==> src/rtl/uart_pkg.sv <==
// Shared constants and state encoding for the UART receive path.
package uart_pkg;

    localparam int unsigned HALF_CNT_DEF  = 521;
    localparam int unsigned DATA_BITS_DEF = 8;
    localparam int unsigned BIT_PERIOD    = 1043;

    typedef enum logic [2:0] {
        ST_IDLE   = 3'd0,
        ST_START  = 3'd1,
        ST_DATA   = 3'd2,
        ST_PARITY = 3'd3,
        ST_STOP   = 3'd4,
        ST_BREAK  = 3'd5
    } rx_state_e;

endpackage

==> src/rtl/uart_sync.sv <==
// Two-flop synchroniser for asynchronous UART pins; resets to the idle-high level.
module uart_sync (
    input  logic clk,
    input  logic rstn,
    input  logic d_i,
    output logic q_o
);

    logic meta_q;
    logic sync_q;

    always_ff @(posedge clk or negedge rstn) begin
        if (!rstn) begin
            meta_q <= 1'b1;
            sync_q <= 1'b1;
        end else begin
            meta_q <= d_i;
            sync_q <= meta_q;
        end
    end

    assign q_o = sync_q;

endmodule

==> src/rtl/uart_rx.sv <==
// UART receive framer (8N1), driving the RX baud generator enable.
// Define UART_RX_PARITY_EN to insert an even-parity bit after the data bits.
module uart_rx
    import uart_pkg::*;
#(
    parameter int unsigned HALF_CNT  = HALF_CNT_DEF,
    parameter int unsigned DATA_BITS = DATA_BITS_DEF
) (
    input  logic                 clk,
    input  logic                 rstn,
    input  logic                 rxd,
    input  logic                 rx_br_stb,
    output logic                 rx_br_en,
    output logic [DATA_BITS-1:0] rx_data,
    output logic                 rx_valid,
    output logic                 rx_frame_err,
    output logic                 rx_parity_err
);

    localparam int unsigned HC_W = $clog2(HALF_CNT + 1);
    localparam int unsigned BC_W = $clog2(DATA_BITS + 1);

    logic                 rxd_s;
    logic                 rxd_d_q;
    logic                 rxd_fall;

    rx_state_e            state_q,    state_d;
    logic [HC_W-1:0]      half_cnt_q, half_cnt_d;
    logic [BC_W-1:0]      bit_cnt_q,  bit_cnt_d;
    logic [DATA_BITS-1:0] shift_q,    shift_d;
    logic                 br_en_q,    br_en_d;
    logic [DATA_BITS-1:0] data_q,     data_d;
    logic                 valid_q,    valid_d;
    logic                 ferr_q,     ferr_d;
`ifdef UART_RX_PARITY_EN
    logic                 par_err_q,  par_err_d;
    logic                 perr_q,     perr_d;
`endif

    uart_sync u_sync (
        .clk  (clk),
        .rstn (rstn),
        .d_i  (rxd),
        .q_o  (rxd_s)
    );

    // One extra stage so a high-to-low transition can be seen as a single-cycle edge
    always_ff @(posedge clk or negedge rstn) begin
        if (!rstn) rxd_d_q <= 1'b1;
        else       rxd_d_q <= rxd_s;
    end

    assign rxd_fall = rxd_d_q & ~rxd_s;

    always_ff @(posedge clk or negedge rstn) begin
        if (!rstn) begin
            state_q    <= ST_IDLE;
            half_cnt_q <= '0;
            bit_cnt_q  <= '0;
            shift_q    <= '0;
            br_en_q    <= 1'b0;
            data_q     <= '0;
            valid_q    <= 1'b0;
            ferr_q     <= 1'b0;
`ifdef UART_RX_PARITY_EN
            par_err_q  <= 1'b0;
            perr_q     <= 1'b0;
`endif
        end else begin
            state_q    <= state_d;
            half_cnt_q <= half_cnt_d;
            bit_cnt_q  <= bit_cnt_d;
            shift_q    <= shift_d;
            br_en_q    <= br_en_d;
            data_q     <= data_d;
            valid_q    <= valid_d;
            ferr_q     <= ferr_d;
`ifdef UART_RX_PARITY_EN
            par_err_q  <= par_err_d;
            perr_q     <= perr_d;
`endif
        end
    end

    always_comb begin
        state_d    = state_q;
        half_cnt_d = half_cnt_q;
        bit_cnt_d  = bit_cnt_q;
        shift_d    = shift_q;
        br_en_d    = br_en_q;
        data_d     = data_q;
        valid_d    = 1'b0;
        ferr_d     = 1'b0;
`ifdef UART_RX_PARITY_EN
        par_err_d  = par_err_q;
        perr_d     = 1'b0;
`endif

        case (state_q)
            ST_IDLE: begin
                br_en_d = 1'b0;
                if (rxd_fall) begin
                    half_cnt_d = '0;
                    state_d    = ST_START;
                end
            end

            // Re-check the start bit at its centre to reject line glitches
            ST_START: begin
                half_cnt_d = half_cnt_q + HC_W'(1);
                if (half_cnt_q == HC_W'(HALF_CNT - 1)) begin
                    if (!rxd_s) begin
                        bit_cnt_d = '0;
                        br_en_d   = 1'b1;
                        state_d   = ST_DATA;
                    end else begin
                        state_d   = ST_IDLE;
                    end
                end
            end

            ST_DATA: begin
                if (rx_br_stb) begin
                    shift_d   = {rxd_s, shift_q[DATA_BITS-1:1]};
                    bit_cnt_d = bit_cnt_q + BC_W'(1);
                    if (bit_cnt_q == BC_W'(DATA_BITS - 1)) begin
`ifdef UART_RX_PARITY_EN
                        state_d = ST_PARITY;
`else
                        state_d = ST_STOP;
`endif
                    end
                end
            end

`ifdef UART_RX_PARITY_EN
            ST_PARITY: begin
                if (rx_br_stb) begin
                    par_err_d = (^shift_q) ^ rxd_s;
                    state_d   = ST_STOP;
                end
            end
`endif

            // Leaving at stop mid-bit lets a following start edge be caught early
            ST_STOP: begin
                if (rx_br_stb) begin
                    br_en_d = 1'b0;
                    data_d  = shift_q;
                    if (rxd_s) begin
                        valid_d = 1'b1;
`ifdef UART_RX_PARITY_EN
                        perr_d  = par_err_q;
`endif
                        state_d = ST_IDLE;
                    end else begin
                        ferr_d  = 1'b1;
                        state_d = ST_BREAK;
                    end
                end
            end

            ST_BREAK: begin
                br_en_d = 1'b0;
                if (rxd_s) state_d = ST_IDLE;
            end

            default: begin
                br_en_d = 1'b0;
                state_d = ST_IDLE;
            end
        endcase
    end

    assign rx_br_en     = br_en_q;
    assign rx_data      = data_q;
    assign rx_valid     = valid_q;
    assign rx_frame_err = ferr_q;
`ifdef UART_RX_PARITY_EN
    assign rx_parity_err = perr_q;
`else
    assign rx_parity_err = 1'b0;
`endif

endmodule

==> config.mk <==
export PLATFORM = sky130hd
export DESIGN_NAME = uart_rx
export DESIGN_NICKNAME = d
export VERILOG_FILES = /design/src/rtl/uart_pkg.sv /design/src/rtl/uart_sync.sv /design/src/rtl/uart_rx.sv
export SDC_FILE = /design/constraint.sdc
export NUM_CORES = 1
export LEC_CHECK = 0
export CAP_MARGIN = 20
export CORE_MARGIN = 2
export CORE_UTILIZATION = 45
export DETAILED_ROUTE_END_ITERATION = 6
export MAX_ROUTING_LAYER = met4
export PLACE_DENSITY = 0.66
export SYNTH_ARGS = -nofsm -noshare
export SYNTH_HDL_FRONTEND = slang
export SYNTH_HIERARCHICAL = 1
export SYNTH_SLANG_ARGS = --single-unit
==> constraint.sdc <==
create_clock -name clk -period 2.4 [get_ports clk]
set_clock_uncertainty 0.2 [all_clocks]
set_input_delay 0.48 -clock clk [delete_from_list [all_inputs] [get_ports clk]]
set_output_delay 0.48 -clock clk [all_outputs]
set_load 0.02 [all_outputs]
Word level (Yosys, flattened, before mapping)
Index checks and enable logic that the tools add are counted.
- divide/modulo/power cells: 0
- equal/unequal tests: 13
- bitwise logic cells: 3
- $mul: 0
- muxes and demuxes: 25
- $add $sub $neg: 2
- shifts and indexed selects: 0
- reductions and logical operators: 9
- magnitude comparators: 0
- operator list (operator ; count):
    $mux W3 ; 7
    $pmux W10 S2 ; 1
    $pmux W3 S5 ; 1
    $mux W4 ; 3
    $ne A2 B2 Y1 const B ; 6
    $add A10 B1 Y10 const B ; 1
    $eq A10 B10 Y1 const B ; 1
    $mux W10 ; 1
    $mux W1 ; 9
    $pmux W4 S2 ; 1
    $reduce_and A4 Y1 ; 2
    $eq A3 B3 Y1 const B ; 2
    $reduce_and A2 Y1 ; 3
    $reduce_and A6 Y1 ; 1
    $add A4 B1 Y4 const B ; 1
    $eq A4 B3 Y1 const B ; 1
    $reduce_bool A2 Y1 ; 2
    $eq A3 B1 Y1 const B ; 1
    $eq A3 B2 Y1 const B ; 1
    $logic_not A3 Y1 ; 1
    $pmux W1 S3 ; 1
    $mux W2 ; 1
    $ne A2 B1 Y1 const B ; 1
    $not A1 Y1 ; 2
    $and A1 B1 Y1 ; 1
- output and inout port bits: 12
- RAM bits: 0
- memories kept: 0
- memory bits (read-only): 0
- flip-flop bits (word level): 39
- bits in latches: 0

Depth between registers and ports, before layout
- word-level depth: 4
- mapped depth: 6
- mapped depth without buffers: 6

Hierarchy
The synthesis kept the hierarchy.
- modules (own cells, without submodules) (module ; instances ; area an instance (µm²) ; cells each):
    uart_rx ; 1 ; 1741.7 ; 149
    uart_sync ; 1 ; 52.6 ; 2

Worst setup path after synthesis
Ideal clock, no wire load.
- path kind: reg2reg
- from: register state_q[0]
- to: register state_q[1]
- period minus slack after synthesis: 1.798 ns
- path buffers: 1
- cell stages (with the launch flop): 6
- setup time: 0.125 ns
- setup slack: 0.602 ns
- data arrival time: 1.473 ns
- cell sequence: dfrtp_1 -> buf_4 -> nor4b_1 -> o21ai_0 -> o211ai_1 -> mux2_2
- longest elaborated chain between the ends: 3
- elaborated cells between the ends (all ways): 13
- classes of those cells: eq/ne (10); mux (1); reduce/logical (2)
- ends and longest elaborated chain (item ; line ; RTL):
    start: declaration ; uart_rx.sv:27 ; rx_state_e state_q, state_d;
    start signal: assignment ; uart_rx.sv:70 ; state_q <= state_d;
    $eq A3 B3 Y1 (tied with other cells) ; uart_rx.sv:99 ; case (state_q)
    $ne A2 B1 Y1 (no source line) or $ne A2 B2 Y1 (tied branches) ; - ;
    $reduce_and A6 Y1 (no source line) ; - ;
Several ways; a longest one is shown, not always the timed one.
A chain may end at the register's enable or synchronous reset.

Worst setup path in the final report
- from: register state_q[2]
- to: register bit_cnt_q[2]
- longest elaborated chain between the ends: 3
- elaborated cells between the ends (all ways): 8
- classes of those cells: eq/ne (5); mux (1); reduce/logical (2)
- ends and longest elaborated chain (item ; line ; RTL):
    $eq A3 B1 Y1 or $eq A3 B2 Y1 (tied branches) ; uart_rx.sv:99 ;
    $ne A2 B2 Y1 (no source line) or $reduce_bool A2 Y1 (tied branches) ; - ;
    $reduce_and A4 Y1 (no source line) ; - ;
    end signal: assignment ; uart_rx.sv:72 ; bit_cnt_q <= bit_cnt_d;
    end: declaration ; uart_rx.sv:29 ; logic [BC_W-1:0] bit_cnt_q, bit_cnt_d;
Several ways; a longest one is shown, not always the timed one.

==> impl_results.md <==
- Worst Path Arrival: 2.05 ns
- Number of flops mapped to enable cells by yosys: 0
- Vias in the first global route: 1140
- Crit path capture type: flip-flop
- Xor/xnor share of the synthesized area: 0.488%
- Antenna Nets Post-Route: 0
- TNS Setup: 0 ns
- Adder-Cell Fraction of Synth Area: 2.09%
- Routability cong.: 0.819
- Syn Nets: 158
- Max Cap Viol: 0
- Final worst-path cycle share: 86.2%
- FFs w/ async S/R, synth: 100%
- Status: completed
- Crit Path Category: reg -> reg
- Finish-stage setup viols: 0
- Area Growth Syn to Fin: 16.0%
- NetSw: 0.245 mW
- Num rows: 22
- Synth Area in Compound Gates: 10.5%
- Clk root buf: clkbuf_8
- Largest family of logic cells by synthesized area: simple AND/OR/NAND/NOR gates
- Die Area: 4510 sq um
- Post CTS Setup Buffer Count: 0
- Setup Slack @ Placement: 0.135 ns
- Pre-antenna DRT Iters: 4
- Detailed Route Iter0 Violations: 82
- Core outline area: 3740 sq um
- Synth Warn #: 6
- FF-to-FF Start: state_q[2]
- Mapped Cells: 151
- Routed via count: 1193
- Clock power frac: 45.1%
- Setup ws final: 0.332 ns
- WL final: 3120 um
- Avg Cell Area, Syn: 11.9 sq um
- Num Clock Sinks: 39
- CTS H-tree lvls: 2
- Post-CTS resize count: 0
- Hold crit path type: in -> async
- Seq cells post-synth: 39
- Die width: 67.1 um
- Post-Synth Simple-Gate Area: 16.2%
- Commonest non-fill, non-tap cells in the layout: 36 x dfrtp_1, 18 x mux2_2, 14 x nand2_1, 13 x clkdlybuf4s50_1
- Switching share of total power: 19.6%
- PwrDens: 599 nW/um^2
- Slew HR: 44.5%
- Pleak: 0.946 nW
- Final max-slew violation count: 0
- CTS Hold Bufs: 0
- FF-to-FF path depth: 4
- Global-route wire length before repair: 5410 um
- Combinational Power Share: 1.6%
- Int Power: 1.00 mW
- RSZ-0062 raised after global routing: no
- CTS Buffer Depth: 2
- Register area share after synthesis: 54.6%
- CTS tree: done
- Most used flip-flop cell after synthesis: dfrtp_1
- Area of the multi-input gates: 762 sq um
- FF+latch area: 980 sq um
- Fill cell count: 335
- R2R setup slack: 0.33 ns
- Clock buffer count from CTS: 5
- Starting Density: 47.9%
- GRT Total Usage: 16.9%
- Die height: 67.1 um
- Wire per inst: 14.4 um
- Latest clock arrival within the worst-skew pair: 0.30 ns
- Vias per inst: 5.50
- Mapped cell area: 1790 sq um
- I/O Pins: 16
- Fmax: 0.484 GHz
- Final worst path period need: 2.07 ns
- FF-to-FF End: bit_cnt_q[2]
- Drc violations: 0
- Worst Tran Pin Value: 0.832 ns
- Ant diodes: 0
- Initial antenna violation count: 0
- GRT overflow: 0
- Final Net Count: 175
- Port bufs: 14
- Most common cell after layout, fill and taps aside: dfrtp_1
- Worst-path clk slew: 0.08 ns
- Nature of the critical path startpoint: flip-flop
- Maximum VDD drop: 0.440 mV
- Critical path fanouts, max: 13
- Share of layout cells above drive strength 1: 21.3%
- Mux share of post-synthesis cell area: 13.0%
- Post-detail-place hpwl: 2190 um
- Crit path required time: 2.38 ns
- Distinct cells, synth: 42
- Fin. Hold Viols: 0
- Largest net degree at the start of global routing: 40
- Sequential share of power: 53.3%
[state kept, by name, summed over array words and instances (netlist names), 3 cells and up]
register / flops
bit_cnt_q: 4
rx_data: 8
shift_q: 8
state_q: 3
half_cnt_q: 10
[critical path: stages, from the launching register on]
cell	delay [ns]
dfrtp_1	0.51
or3b_4	0.54
nor2_1	0.18
a31oi_1	0.20
a221o_1	0.34
[worst max-delay path by stage]
stage | from | to | slack, ns | depth (start not counted)
3_5_place_dp | rx_br_stb | state_q[1] | 0.13 | 5
4_1_cts | half_cnt_q[0] | state_q[2] | 0.32 | 7
6_report | state_q[2] | bit_cnt_q[2] | 0.33 | 4
2_1_floorplan | state_q[0] | state_q[1] | 0.60 | 5
5_1_grt | half_cnt_q[0] | state_q[2] | 0.22 | 7
3_3_place_gp | rx_br_stb | state_q[1] | 0.19 | 5
[cell type report]
type / count / area share, %
inverter: 3 / 0.541
multi-input combinational: 103 / 36.6
clock inverter: 2 / 1.68
timing repair buffer: 16 / 7.22
sequential: 39 / 47.1
tap: 48 / 2.89
clock buffer: 6 / 3.97
[power groups by stage]
stage	clock network (mW)	registers (mW)	logic, mW
after floorplan	0	0.676	0.00414
after global placement	0	0.676	0.0204
after detailed placement	0	0.676	0.0212
after CTS	0.575	0.664	0.0211
after global routing	0.602	0.664	0.0237
final	0.563	0.664	0.0201
[layer usage]
layer / up-vias / GRT usage, % / part of all wire [%]
li1: 581 / - / -
met1: 588 / 22.4 / 46
met2: 18 / 24.9 / 49
met3: 6 / 5.00 / 3.5
met4: 0 / 6.12 / 1.4
met5: - / - / 0
[kinds of logic (layout without fill, tap and decap cells)]
logic type               Yosys count  in the layout
AO/OA/AOI/OAI                     28             28
XOR/XNOR                           1              1
adder cells (fa/ha/maj)            3              3
buffers and inverters              9             27
flip-flops                        39             39
multiplexers                      21             21
other                              1              1
AND/OR/NAND/NOR                   49             49
[cells in the mapped netlist, types with 2 or more instances]
library cell | n | area [sq um]
mux2_2 | 18 | 203
o21ai_0 | 9 | 45.0
a21oi_1 | 5 | 25.0
nand2_1 | 14 | 52.6
mux2i_1 | 3 | 30.0
and2_1 | 3 | 18.8
nor2_1 | 9 | 33.8
nand2b_1 | 2 | 12.5
nor3b_2 | 2 | 25.0
a22o_1 | 2 | 17.5
o31ai_1 | 2 | 15.0
nor2b_1 | 4 | 25.0
o41ai_1 | 2 | 17.5
buf_4 | 2 | 15.0
nand3_1 | 3 | 15.0
a221o_1 | 2 | 20.0
buf_2 | 2 | 10.0
ha_1 | 3 | 37.5
inv_1 | 3 | 11.3
dfrtp_1 | 36 | 901
and3_1 | 2 | 12.5
dfstp_2 | 3 | 78.8
[stage by stage]
| step | power [mW] | utilization [%] | cells | instance area (sq um) | hold WS (ns) |
|---|---|---|---|---|---|
| detailed placement | 0.698 | 52.4 | 209 | 1960 | 0.147 |
| global placement | 0.697 | 52.4 | 209 | 1960 | 0.147 |
| global route | 1.29 | 55.6 | 217 | 2080 | 0.158 |
| finish | 1.25 | 55.6 | 217 | 2080 | 0.0883 |
| CTS | 1.26 | 55.6 | 217 | 2080 | 0.107 |
| floorplan | 0.680 | - | 151 | 1790 | -0.0156 |
Power figures use the tool's default switching activity.
==> patch: new RTL, config.mk and constraints unchanged <==
Change the package constant `DATA_BITS_DEF` from 8 to 32.
--- a/src/rtl/uart_pkg.sv
+++ b/src/rtl/uart_pkg.sv
@@ -2,7 +2,7 @@
 package uart_pkg;
 
     localparam int unsigned HALF_CNT_DEF  = 521;
-    localparam int unsigned DATA_BITS_DEF = 8;
+    localparam int unsigned DATA_BITS_DEF = 32;
     localparam int unsigned BIT_PERIOD    = 1043;
 
     typedef enum logic [2:0] {
Interface: changed (resized rx_data); port bits go from 16 to 40. The function was not compared with the original's and may differ.
==> patch against the original RTL <==
- synthesized area increased by 110%
- cell area increased by 110%
- worst setup slack improved by 0.053 ns
- total power increased to 2.7 times the old value
- combinational power increased to 23 times the old value
- wire length increased by 110%
- critical path type is now register to output pin
- sequential cell count increased by 50
==> patch: results (changes against the original RTL) <==
| Metric | Value |
|---|---|
| Outcome | completed (unchanged) |
| First-pass GRT wire length | 11.3 mm (was 5.41 mm) |
| Fin cells | 484 (was 217) |
| Worst R2R Start | state_q[0] (was state_q[2]) |
| CP Launch Point | rx_data[20] (was state_q[2]) |
| Fraction of area in multi-input gates | 30.6% (was 36.6%) |
| Reg2reg end | bit_cnt_q[5] (was bit_cnt_q[2]) |
| Mean Syn Cell Area | 11.1 sq um (was 11.9 sq um) |
| Setup WS pre-CTS | 0.161 ns (was 0.135 ns) |
| Most frequent cells after synthesis | 109 x nand2_1, 86 x dfrtp_1, 33 x mux2_2, 16 x o21ai_0, 8 x nand3_1 (was 36 x dfrtp_1, 18 x mux2_2, 14 x nand2_1, 9 x nor2_1, 9 x o21ai_0) |
| Filler cells | 736 (was 335) |
| Final Cell Area | 4380 sq um (was 2080 sq um) |
| Min Hold Slack | 0.150 ns (was 0.0883 ns) |
| Crit-path max cell delay | 0.61 ns (was 0.54 ns) |
| GRT met3 Usage | 2.95% (was 5.00%) |
| Signal buffers | 47 (was 16) |
| CP endpoint | rx_data[20] (was bit_cnt_q[2]) |
| Leakage | 2.15 nW (was 0.946 nW) |
| DP Wirelength | 4.25 mm (was 2.19 mm) |
| Sw frac | 29.0% (was 19.6%) |
| Count of nets after finishing | 381 (was 175) |
| Hold WC Path Type | register to register (was primary input to asynchronous set/reset pin) |
| Via-to-Cell Ratio | 5.08 (was 5.50) |
| Clock buffer cells | 10 (was 6) |
| DR iter-0 viols | 86 (was 82) |
| Clk tree area frac | 4.45% (was 5.65%) |
| Port Buffers | 38 (was 14) |
| Layout cells sized above 1 | 17.9% (was 21.3%) |
| Placed cells | 467 (was 209) |
patch: cell types whose count changed in the layout (fill, tap and decap cells not counted), sizes merged, moves of 3 or more:
cell | unedited run | this run
nand4 | 0 | 5
clkbuf | 6 | 10
and3 | 2 | 5
nand2 | 14 | 110
o21ai | 9 | 16
nor2 | 9 | 6
buf | 3 | 9
mux2 | 18 | 33
mux2i | 3 | 0
nand3 | 3 | 8
clkdlybuf4s50 | 13 | 37
dfrtp | 36 | 86
patch: timing repair:
action | in CTS | in global routing
gates resized for setup | 0 | 0
endpoints found under the setup margin | 0 | 0
hold endpoints to repair | 34 | 0
hold buffers | 1 | 0
patch: power groups by stage:
stage | sequential, mW | combinational [mW] | clock (mW)
2_1_floorplan | 1.85 | 0.393 | 0
3_3_place_gp | 1.92 | 0.441 | 0
3_5_place_dp | 1.92 | 0.463 | 0
4_1_cts | 1.89 | 0.467 | 1.04
5_1_grt | 1.93 | 0.549 | 1.11
6_report | 1.90 | 0.459 | 1.01
patch: logic make-up (layout without fill, tap and decap cells):
| family | Yosys count | in the layout | share of synthesized area [%] |
|---|---|---|---|
| AO/OA/AOI/OAI | 30 | 30 | 4.88 |
| XOR/XNOR | 1 | 1 | 0.237 |
| adder cells (fa/ha/maj) | 3 | 3 | 1.02 |
| buffers and inverters | 21 | 66 | 3.22 |
| flip-flops | 89 | 89 | 60.4 |
| multiplexers | 33 | 33 | 10.1 |
| other | 1 | 1 | 0.102 |
| AND/OR/NAND/NOR | 156 | 156 | 20.0 |
patch: per-layer routing:
layer / part of all wire [%] / wire [um]
met1: 50 / 3240
met2: 46 / 2940
met3: 2.4 / 157
met4: 1.5 / 97
met5: 0 / 0
